[config.mk]
export PLATFORM = sky130hd
export DESIGN_NAME = instr_sequencer
export DESIGN_NICKNAME = d
export VERILOG_FILES = /design/src/rtl/instr_sequencer.sv
export SDC_FILE = /design/constraint.sdc
export NUM_CORES = 1
export LEC_CHECK = 0
export CAP_MARGIN = 20
export CORE_MARGIN = 4
export CORE_UTILIZATION = 30
export CTS_CLUSTER_SIZE = 10
export DETAILED_ROUTE_END_ITERATION = 8
export SLEW_MARGIN = 0
export SYNTH_ARGS = -nofsm -noshare
export SYNTH_HDL_FRONTEND = slang
export SYNTH_SLANG_ARGS = --single-unit
[constraint.sdc]
create_clock -name clk -period 4.8 [get_ports clk]
set_input_delay 0.72 -clock clk [delete_from_list [all_inputs] [get_ports clk]]
set_output_delay 0.72 -clock clk [all_outputs]
set_load 0.02 [all_outputs]
[src/rtl/instr_sequencer.sv]
// Program sequencer: issues words from a small local program memory to the CPU,
// holding each one for its class-specific cycle count; halts on a halt word or end of memory.
// Latency: start sampled at edge T -> first word on instruction after T; abort/loads act on the next edge.
module instr_sequencer #(
  parameter int INSTR_WIDTH    = 20,
  parameter int PROG_ADDR_BITS = 4
) (
  input  logic                      clk,
  input  logic                      rst,
  input  logic                      load_en,
  input  logic [PROG_ADDR_BITS-1:0] load_addr,
  input  logic [INSTR_WIDTH-1:0]    load_data,
  input  logic                      start,
  input  logic                      abort,
  output logic [INSTR_WIDTH-1:0]    instruction,
  output logic [PROG_ADDR_BITS-1:0] pc,
  output logic                      busy,
  output logic                      halted,
  output logic                      instr_done,
  output logic                      load_err,
  output logic [7:0]                instr_count
);

  localparam int DEPTH = 2 ** PROG_ADDR_BITS;

  typedef enum logic [1:0] {IDLE, ISSUE, HALT} state_t;

  state_t                    state, state_n;
  logic [INSTR_WIDTH-1:0]    mem [DEPTH];
  logic [2:0]                hold, hold_n;
  logic [INSTR_WIDTH-1:0]    instr_n;
  logic [PROG_ADDR_BITS-1:0] pc_n;
  logic                      busy_n, halted_n, done_n, load_err_n;
  logic [7:0]                cnt_n;
  logic                      do_fetch, first_n;
  logic                      mem_we;
  logic [PROG_ADDR_BITS-1:0] fetch_addr;
  logic [INSTR_WIDTH-1:0]    fetch_word;
  logic [1:0]                fetch_cls;

  // Only a stopped sequencer may rewrite its program.
  assign mem_we     = load_en && (state != ISSUE);
  // From IDLE/HALT the fetch is always word 0 (start); during ISSUE it is the successor.
  assign fetch_addr = (state == ISSUE) ? pc + PROG_ADDR_BITS'(1) : '0;
  assign fetch_word = mem[fetch_addr];
  assign fetch_cls  = fetch_word[INSTR_WIDTH-1 -: 2];

  // Program memory write port; contents survive reset.
  always_ff @(posedge clk) begin
    if (mem_we) mem[load_addr] <= load_data;
  end

  // Next-state and next-output decision, abort taking priority over everything.
  always_comb begin
    state_n    = state;
    instr_n    = instruction;
    pc_n       = pc;
    busy_n     = busy;
    halted_n   = halted;
    cnt_n      = instr_count;
    hold_n     = hold;
    load_err_n = load_en && (state == ISSUE);
    do_fetch   = 1'b0;
    first_n    = 1'b0;
    if (abort) begin
      state_n  = IDLE;
      instr_n  = '0;
      busy_n   = 1'b0;
      halted_n = 1'b0;
      hold_n   = '0;
    end else begin
      case (state)
        IDLE, HALT: begin
          // A simultaneous load wins; start must be re-presented.
          if (start && !load_en) begin
            pc_n     = '0;
            cnt_n    = '0;
            halted_n = 1'b0;
            do_fetch = 1'b1;
            first_n  = 1'b1;
          end
        end
        ISSUE: begin
          if (hold == 3'd0) begin
            if (instr_count != 8'hFF) cnt_n = instr_count + 8'd1;
            if (&pc) begin
              state_n  = HALT;
              instr_n  = '0;
              busy_n   = 1'b0;
              halted_n = 1'b1;
            end else begin
              pc_n     = pc + PROG_ADDR_BITS'(1);
              do_fetch = 1'b1;
            end
          end else begin
            hold_n = hold - 3'd1;
          end
        end
        default: state_n = IDLE;
      endcase
      if (do_fetch) begin
        if (fetch_cls == 2'b00) begin
          // Halt word: no issue cycles spent on it.
          state_n  = HALT;
          instr_n  = '0;
          busy_n   = 1'b0;
          halted_n = 1'b1;
          hold_n   = '0;
        end else begin
          // Hold counts remaining cycles after this one; first word gets one extra
          // so the CPU control unit can leave its reset state.
          state_n = ISSUE;
          instr_n = fetch_word;
          busy_n  = 1'b1;
          hold_n  = ((fetch_cls == 2'b10) ? 3'd3 : 3'd2) + {2'b00, first_n};
        end
      end
    end
    done_n = (state_n == ISSUE) && (hold_n == 3'd0);
  end

  // State and registered outputs.
  always_ff @(posedge clk or posedge rst) begin
    if (rst) begin
      state       <= IDLE;
      instruction <= '0;
      pc          <= '0;
      busy        <= 1'b0;
      halted      <= 1'b0;
      instr_done  <= 1'b0;
      load_err    <= 1'b0;
      instr_count <= '0;
      hold        <= '0;
    end else begin
      state       <= state_n;
      instruction <= instr_n;
      pc          <= pc_n;
      busy        <= busy_n;
      halted      <= halted_n;
      instr_done  <= done_n;
      load_err    <= load_err_n;
      instr_count <= cnt_n;
      hold        <= hold_n;
    end
  end

endmodule
==> reports/results.tsv, run 1 <==
stage	metric	value	unit
sta	unrepaired setup endpoints after global routing	no	
grt	first-pass GRT wire length	54900	um
cts	Post-CTS Setup Bufs	0	
grt	Overall Global Routing Usage	13.7	%
sta	worst slew pin tran	1040	ps
power_and_ir_drop	LEAKAGE	0.00565	uW
drt	WL/cell	21.1	um
setup_path	kind of critical path	reg -> reg	
logic_synthesis	syn nets	1072	
cts	hold buffers post-CTS	0	
sta	final setup TNS	0	ps
drt	DR vias	8963	
grt	grt met3 use	2.72	%
drt	DR iter-0 viols	804	
grt	vias in the first global route	8595	
logic_synthesis	ys async rst share	11.4	%
sta	Max-slew headroom	30.3	%
outcome	run status	finished clean	
cells_and_area	ratio of cells with drive above 1 in the final layout	10.0	%
die	Rows	80	
sta	Layout Skew	20.6	ps
place	GPL Wtd Cong	0.772	
grt	largest net degree at the start of global routing	146	
place	# port buffers	64	
setup_path	CP Launch Type	register	
cts	CTS tree	done	
cells_and_area	Finished Core Util	36.2	%
sta	Pins Over Slew Limit	0	
cts	Max Buffers Root-to-Sink	3	
place	dpl hpwl	19600	um
power_and_ir_drop	maximum VDD drop	247	uV
setup_path	CP Max Fanout	10	
logic_synthesis	Synth Cell Area	14600	um2
sta	# setup viols final	0	
drt	Post-route DRC	0	
cts	Clock transition at path regs	60	ps
place	Post-DP Area	16100	um2
drt	wirelength, routed	37000	um
cts	CTS Root Buffer Type	clkbuf_16	
setup_path	Critical Path End Type	register	
die	Starting Density	30.4	%
cells_and_area	post-route cell area	17300	um2
hold_path	Worst Hold Class	reg -> reg	
logic_synthesis	ys flop type	edfxtp_1	
cts	CTS H-tree lvls	2	
logic_synthesis	Post-synth EDFFs	320	
logic_synthesis	Yosys top cell area share	66.0	%
die	height of the die	228	um
logic_synthesis	Mapped Avg Cell Area	14.0	um2
sta	Final Critical Period	3450	ps
grt	GRT busiest layer	met2	
logic_synthesis	Mapped Cells	1038	
setup_path	WP data arrival	3880	ps
sta	final hold vios	0	
cts	total CTS buffers	42	
cts	CTS sink count	361	
sta	ratio of final minimum period to clock period	71.9	%
sta	Peak Freq	290	MHz
drt	Detailed Routing Iterations Pass 1	5	
die	# IOs	65	
grt	M1 GR Usage	19.3	%
drt	vias per cell	5.12	
die	die footprint	52100	um2
setup_path	Critical Path RT	5230	ps
die	Die X	228	um
logic_synthesis	Yosys top cell by area	edfxtp_1	
cts	post-cts resize count	0	
die	core area	47800	um2
logic_synthesis	Ys Warns	0	
cts	Clock Latency Late Sink	560	ps
cells_and_area	Area Overhead vs Synth	19.0	%
logic_synthesis	sequential fraction of the synthesis area	73.0	%
job	max_cap viols	0	
logic_synthesis	number of synthesized register bits	361	
logic_synthesis	Yosys cell types	53	
grt	grt met2 use	21.9	%
logic_synthesis	top post-synthesis cells by area	edfxtp_1 66%, dfrtp_1 7.0%, a211oi_1 4.7%	
power_and_ir_drop	pwr dens	428	nW/um2
grt	initial antenna violation count	2	
grt	GRT overflow	0	
drt	DRT antenna net count	0	
cells_and_area	Final nets	1140	
[cells in the mapped netlist (all sizes together), types with 5 or more instances]
cell	count
edfxtp	320
nand2	161
a211oi	92
nor2b	79
clkbuf	54
a21oi	42
dfrtp	41
a31oi	38
a311oi	36
nor2	35
a22o	19
buf	19
o21ai	17
nand2b	11
inv	8
nor3	7
ha	5
or3b	5
[registers in the layout, indices dropped and copies added (netlist names)]
name / count
load_err: 1
hold: 3
busy: 1
mem: 320
instruction: 20
instr_done: 1
instr_count: 8
state: 2
halted: 1
pc: 4
[cell families (layout without fill, tap and decap cells)]
group | Yosys count | after routing | synth area share (%)
other | 0 | 1 | 0
buffers and inverters | 81 | 179 | 2.22
flip-flops | 361 | 361 | 73.0
multiplexers | 10 | 10 | 1.06
AO/OA/AOI/OAI | 260 | 260 | 12.7
XOR/XNOR | 3 | 3 | 0.180
adder cells (fa/ha/maj) | 5 | 5 | 0.429
AND/OR/NAND/NOR | 318 | 318 | 10.4
[worst max-delay path, stage by stage (launching register included)]
cell and delay [ps]:
dfrtp_4 480, ha_1 540, mux4_2 560, mux2_2 280
a221oi_2 300, nor2_1 100, ha_1 280, or3b_2 430
o22ai_1 150, and4bb_1 210
[worst paths after layout]
check	depth (start not counted)	slack, ps	from	end
min	1	510	instruction[10]	instruction[10]
min in group asynchronous	2	640	rst	instr_count[3]
max	9	1350	pc[0]	instr_done
max reg2reg	9	1350	pc[0]	instr_done
min reg2reg	1	510	instruction[10]	instruction[10]
max in group asynchronous	3	3390	rst	pc[0]
[layout make-up]
class	count	area, um2
flip-flops and latches	361	10600
inverters	8	30.0
multi-input cells	596	3690
clock buffers	71	1200
well taps	615	769
fillers	4534	30500
clock inverters	3	65.1
diodes	1	2.50
repair buffers	97	938
[routing by layer]
metal,vias up,share of wire (%)
met3,49,5.6
met1,4531,46
met4,2,1.6
li1,4126,-
met5,-,0.035
met2,255,47
[power by group]
part / total (uW) / internal [uW] / switching (uW)
combinational: 926 / 332 / 594
sequential: 3550 / 3500 / 49.6
clock: 2940 / 1710 / 1220
[cells in the final DEF, fill, tap and decap left out, drive strengths merged, types with 3 or more instances in the layout]
cell type and instances:
and3 4, nand2b 11, mux4 4, dfrtp 41
mux2 3, mux2i 3, nor2b 79, or3b 5
clkinv 3, a21oi 42, nand3 4, a211oi 92
nor2 35, nand2 161, o21ai 17, edfxtp 320
clkbuf 71, xnor2 3, a311oi 36, a31oi 38
clkdlybuf4s50 64, nor3 7, ha 5, buf 33
a2bb2oi 3, a22o 19, inv 8
[per-stage QoR]
stage,cells,hold WS (ps),power (uW),setup WS (ps)
after floorplan,1038,594,4190,1400
after global placement,1677,495,4530,1390
after detailed placement,1677,498,4540,1330
after CTS,1751,510,7480,1310
after global routing,1751,534,7710,1190
final,1752,507,7420,1350
Power figures use the tool's default switching activity.
==> run 2: changes to the inputs <==
==> constraint.sdc (replaced) <==
create_clock -name clk -period 2.8 [get_ports clk]
set_input_delay 0.42 -clock clk [delete_from_list [all_inputs] [get_ports clk]]
set_output_delay 0.42 -clock clk [all_outputs]
set_load 0.02 [all_outputs]
==> run 2 against run 1 <==
  * The flow now finishes with violations (setup timing)
  * Sequential share of layout area fell by 2.6 points
  * Cell count rose by 3.0%
  * Via count rose by 2.5%
  * Critical path depth did not move
  * Core utilization rose by 1.6 points
  * Cell area rose by 4.5%
  * Critical path type unchanged
==> reports/results.tsv, run 2 (synthesis gave the netlist of run 1 again) <==
stage	metric	value	unit	change
cells_and_area	Multi-input gate area	3860	um2	was 3690 um2
cts	total CTS buffers	42		unchanged
setup_path	CP top delay family	multiplexers		unchanged
setup_path	Critical Path RT	3220	ps	was 5230 ps
die	Die X	228	um	unchanged
power_and_ir_drop	Clk pwr share	38.4	%	was 39.6%
job	max_cap viols	0		unchanged
sta	unrepaired setup endpoints after global routing	yes		was no
sta	worst slew pin tran	623	ps	was 1040 ps
power_and_ir_drop	LEAKAGE	0.00601	uW	was 0.00565 uW
cts	CTS H-tree lvls	2		unchanged
setup_path	crit-path max cell delay	490	ps	was 560 ps
grt	first-pass GRT wire length	56300	um	was 54900 um
drt	vias per cell	5.09		was 5.12
outcome	failing checks	setup timing		
setup_path	worst path bufs/invs	0		unchanged
cells_and_area	max reg flops	320		unchanged
place	dpl hpwl	22300	um	was 19600 um
grt	vias in the first global route	8905		was 8595
grt	largest net degree at the start of global routing	54		was 146
drt	WL/cell	20.7	um	was 21.1 um
setup_path	CP Cell Sequence	ha_4 > mux4_2 > mux2_4 > a221oi_4 > nor2_2 > ha_1 > or3b_4 > o22ai_2 > and4bb_1		was ha_1 > mux4_2 > mux2_2 > a221oi_2 > nor2_1 > ha_1 > or3b_2 > o22ai_1 > and4bb_1
sta	ratio of final minimum period to clock period	106	%	was 71.9%
setup_path	kind of critical path	reg -> reg		unchanged
cells_and_area	commonest non-fill, non-tap cells in the layout	320 x edfxtp_1, 161 x nand2_1, 83 x a211oi_1, 78 x nor2b_1, 64 x clkdlybuf4s50_1		was 320 x edfxtp_1, 161 x nand2_1, 92 x a211oi_1, 79 x nor2b_1, 64 x clkdlybuf4s50_1
die	core area	47800	um2	unchanged
sta	Max-slew headroom	58.4	%	was 30.3%
cells_and_area	commonest non-fill, non-tap cell in the layout	edfxtp_1		unchanged
die	Starting Density	30.4	%	unchanged
cts	CTS sink count	361		unchanged
cells_and_area	Area Overhead vs Synth	24.3	%	was 19.0%
die	die footprint	52100	um2	unchanged
sta	hold_ws	363	ps	was 507 ps
sta	Peak Freq	336	MHz	was 290 MHz
place	Post-Place Worst Slack	-358	ps	was 1330 ps
place	# port buffers	64		unchanged
sta	final hold vios	0		unchanged
setup_path	CP Max Fanout	5		was 10
cells_and_area	number of fillers in the final layout	4491		was 4534
cells_and_area	non-filler cells, final	1804		was 1752
setup_path	CP Launch Type	register		unchanged
cts	CTS Root Buffer Type	clkbuf_16		unchanged
drt	Post-route DRC	0		unchanged
grt	GRT overflow	0		unchanged
sta	Layout Skew	25.9	ps	was 20.6 ps
power_and_ir_drop	Power Internal	9660	uW	was 5550 uW
cts	Clock transition at path regs	50	ps	was 60 ps
grt	initial antenna violation count	1		was 2
cts	Max Buffers Root-to-Sink	3		unchanged
power_and_ir_drop	Psw	3280	uW	was 1870 uW
cts	Clock Latency Late Sink	550	ps	was 560 ps
power_and_ir_drop	switching fraction of total power	25.3	%	was 25.2%
sta	# setup viols final	2		was 0
hold_path	Worst Hold Class	in -> async		was reg -> reg
drt	DRT antenna net count	0		unchanged
setup_path	Critical Path End Type	register		unchanged
sta	setup ws final	-180	ps	was 1350 ps
sta	final setup TNS	-229	ps	was 0 ps
drt	DR iter-0 viols	846		was 804
drt	DR vias	9188		was 8963
cells_and_area	most flop-heavy register	mem		unchanged
setup_path	WP data arrival	3400	ps	was 3880 ps
cells_and_area	FF+latch area	10600	um2	about the same
setup_path	Slowest-stage cell, CP	dfrtp_4		was mux4_2
drt	wirelength, routed	37300	um	was 37000 um
die	Rows	80		unchanged
setup_path	R2R setup slack	-180	ps	was 1350 ps
cells_and_area	Antenna Diode Count	0		was 1
cells_and_area	Final nets	1189		was 1140
place	Cell Count Post-Placement	1721		was 1677
cells_and_area	largest registers	mem x320, instruction x20, instr_count x8		unchanged
power_and_ir_drop	Comb power frac	14.7	%	was 12.5%
die	# IOs	65		unchanged
cts	CTS tree	done		unchanged
power_and_ir_drop	pwr dens	714	nW/um2	was 428 nW/um2
outcome	run status	finished, violations left		was finished clean
power_and_ir_drop	maximum VDD drop	514	uV	was 247 uV
sta	Pins Over Slew Limit	0		unchanged
cells_and_area	ratio of cells with drive above 1 in the final layout	15.6	%	was 10.0%
grt	Overall Global Routing Usage	13.9	%	was 13.7%
drt	Detailed Routing Iterations Pass 1	5		unchanged
die	height of the die	228	um	unchanged
cells_and_area	Finished Core Util	37.8	%	was 36.2%
cts	hold buffers post-CTS	0		unchanged
power_and_ir_drop	share of power burned in registers	46.9	%	was 47.9%
sta	Final Critical Period	2980	ps	was 3450 ps
place	GPL Wtd Cong	0.825		was 0.772
run 2: cell count changes in the layout (fill, tap and decap cells not counted), sizes merged:
cell | previous run | this run
diode | 1 | 0
clkbuf | 71 | 75
buf | 33 | 81
inv | 8 | 9
run 2: power by group through the flow:
| stage | logic (uW) | registers [uW] | clock network (uW) |
|---|---|---|---|
| after floorplan | 967 | 6240 | 0 |
| after global placement | 1760 | 6180 | 0 |
| after detailed placement | 1780 | 6180 | 0 |
| after CTS | 1840 | 6070 | 5070 |
| after global routing | 2060 | 6080 | 5320 |
| final | 1900 | 6070 | 4970 |
run 2: tightest hold or removal path: cells and delay by family:
family,cells,cell delay [ps]
buffers and inverters,3,950
run 2: metal layers:
layer / GRT usage, % / share of wire [%] / up-vias
li1: - / - / 4222
met5: 0 / 0.035 / -
met4: 2.91 / 1.3 / 2
met1: 20.2 / 47 / 4682
met3: 2.43 / 5.1 / 39
met2: 22.1 / 47 / 243
run 2: worst paths after layout:
check / from / end / cells past startpoint
worst max-delay path: pc[0] / instr_done / 9
max in group asynchronous: rst / pc[0] / 3
worst min register to register: busy / busy / 1
min in group clk: busy / busy / 1
worst min-delay path: rst / instr_count[3] / 3
worst max register to register: pc[0] / instr_done / 9
run 2: timing repair:
action / CTS / global route
resized for setup: 14 / 29
cloned: 0 / 1
setup endpoints to repair: 25 / 26
pin swaps: 5 / 8
buffers inserted: 2 / 5
run 2: area by class of cell:
cell class / instances / area share (%)
multi-input combinational: 596 / 21.3
timing repair buffer: 146 / 8.58
tap: 615 / 4.25
clock inverter: 4 / 0.325
sequential: 361 / 58.8
inverter: 8 / 0.166
clock buffer: 74 / 6.59
run 2: through the flow:
step                instance area (um2)  total power (uW)
detailed placement                16600              7960
floorplan                         14600              7200
global route                      18100             13500
global placement                  16600              7930
CTS                               17900             13000
finish                            18100             12900
==> run 3: changes to the inputs <==
--- a/config.mk
+++ b/config.mk
@@ -10,7 +10,7 @@
 export CORE_UTILIZATION = 30
 export CTS_CLUSTER_SIZE = 10
 export DETAILED_ROUTE_END_ITERATION = 8
-export SLEW_MARGIN = 0
+export SLEW_MARGIN = 10
 export SYNTH_ARGS = -nofsm -noshare
 export SYNTH_HDL_FRONTEND = slang
 export SYNTH_SLANG_ARGS = --single-unit
==> results of run 3 <==
No change in the layout: final DEF, timing and power equal those of run 2.
==> edit, RTL diff (settings of run 3) <==
The parameter `INSTR_WIDTH` goes from 20 to 40.
--- a/src/rtl/instr_sequencer.sv
+++ b/src/rtl/instr_sequencer.sv
@@ -4,3 +4,3 @@
 module instr_sequencer #(
-  parameter int INSTR_WIDTH    = 20,
+  parameter int INSTR_WIDTH    = 40,
   parameter int PROG_ADDR_BITS = 4
Interface: changed (resized instruction and load_data); port bits go from 65 to 105. No check against the original RTL was run, so the function may have changed too.
==> edit against run 3 <==
  * Sequential cell count rose by 340
  * Worst setup slack improved by 320 ps
  * Cell area rose by 83%
  * Largest cell class unchanged
  * Synthesized cell count rose by 75%
  * Routed wire length rose by 91%
  * Non-clock buffer count rose by 40
  * Power rose by 99%
  * Critical endpoint is now instruction[34]
  * Synthesized area rose by 89%
==> edit: results (changes against run 3) <==
* Worst EP arrival at 3210 ps (was 3400 ps)
* Gr usage total at 14.3% (was 13.9%)
* Adder-cell share of the synthesized area at 0.227% (was 0.429%)
* Fin util at 36.4% (was 37.8%)
* Initial antenna violation count at 4 (was 1)
* Buffers on Ports at 104 (was 64)
* Worst skew pair latency at 620 ps (was 550 ps)
* Pre-CTS WS at -19.6 ps (was -358 ps)
* Post-synthesis async set-or-reset flop share at 8.70% (was 11.4%)
* TritonCTS buffer count at 81 (was 42)
* Placed Area at 30600 sq um (was 16600 sq um)
* DP HPWL at 39.8 mm (was 22.3 mm)
* Cts repair resizes at 0 (was 14)
* Synth Instances at 1820 (was 1038)
* Mapped Nets at 1874 (was 1072)
* Seq/Total Area, Yosys at 75.2% (was 73.0%)
* Routability cong. at 0.782 (was 0.825)
* Post-synthesis mux area share at 0.204% (was 1.06%)
* Global-route wire length before repair at 107 mm (was 56.3 mm)
* Compound-Gate Fraction of Synth Area at 12.8% (was 12.7%)
* Placed insts at 3035 (was 1721)
* Drt via density at 5.31 (was 5.09)
* Worst-path fanout max at 15 (was 5)
* Biggest registers after layout: mem: 640 flops, instruction: 40 flops, instr_count: 8 flops (was mem: 320 flops, instruction: 20 flops, instr_count: 8 flops)
* Synth unique cells at 60 (was 53)
* Status: finished clean (was finished with violations)
* Vias in the first global route at 16800 (was 8905)
* Relative slew margins at 55.9% (was 58.4%)
* Post-synthesis xor/xnor area fraction at 0.0907% (was 0.180%)
* Largest net degree at the start of global routing at 113 (was 54)
* Comb pwr at 3990 uW (was 1900 uW)
* Clock Power Share at 37.6% (was 38.4%)
* Setup bufs post-CTS at 3 (was 2)
* Fill count at 8352 (was 4491)
* Nets at 1999 (was 1189)
* Most frequent cells after synthesis: edfxtp_1 (640), nand2_1 (327), nand3_1 (101) (was edfxtp_1 (320), nand2_1 (161), a211oi_1 (92))
* Share of cells above drive strength 1 at 11.5% (was 15.6%)
* CP max stage delay at 460 ps (was 490 ps)
* Skew final at 19.0 ps (was 25.9 ps)
* Post-synth EDFFs at 640 (was 320)
* Slowest CP cell: a211oi_1 (was dfrtp_4)
* # H-tree levels at 3 (was 2)
* Cell family with most CP delay: compound AO/OA/AOI/OAI gates (was multiplexers)
==> edit: changes by cell type in the layout (fill, tap and decap cells not counted), moves of 38 or more <==
cell,delta
edfxtp_1,+320
nand2_1,+165
nand3_1,+97
a221oi_1,+86
nor2b_1,-76
a22oi_1,+48
clkbuf_16,+40
clkdlybuf4s50_1,+40
a32o_1,+38
==> edit: layout make-up <==
| cell class | count | area share, % |
|---|---|---|
| diodes | 2 | 0.0151 |
| multi-input cells | 967 | 19.0 |
| clock buffers | 136 | 6.98 |
| repair buffers | 186 | 6.38 |
| inverters | 8 | 0.102 |
| clock inverters | 6 | 0.318 |
| flip-flops and latches | 701 | 62.8 |
| well taps | 1176 | 4.45 |
==> edit: logic make-up (layout without fill, tap and decap cells) <==
kind of cell               count (synthesis)  in the layout
DFF                                      701            701
and+or+nand+nor                          544            544
buffers and inverters                    152            336
AOI/OAI and AO/OA                        412            412
adders and majority gates                  5              5
xor gates and xnor gates                   2              2
muxes                                      4              4
other                                      0              2
==> edit: worst register-to-register path, delay by kind of cell (launching register included) <==
kind	cells	cell delay (ps)
compound gates	5	1090
fa+ha+maj	1	350
buf+inv	3	670
flops	1	390
simple gates	1	110
==> edit: final timing paths <==
check	from	slack, ps	depth (start not counted)	endpoint
setup reg to reg	pc[0]	140	10	instruction[34]
hold / removal	rst	140	2	instruction[20]
hold reg to reg	busy	490	1	busy
max in group asynchronous	rst	1980	3	instruction[33]
setup / recovery	pc[0]	140	10	instruction[34]
min in group clk	busy	490	1	busy
==> edit: per-layer routing <==
layer | up-vias | global-route usage [%] | routed length [microns]
li1 | 7497 | - | -
met1 | 8733 | 19.3 | 30700
met2 | 545 | 23.2 | 34400
met3 | 123 | 2.47 | 4420
met4 | 2 | 5.07 | 1790
met5 | - | 0 | 13
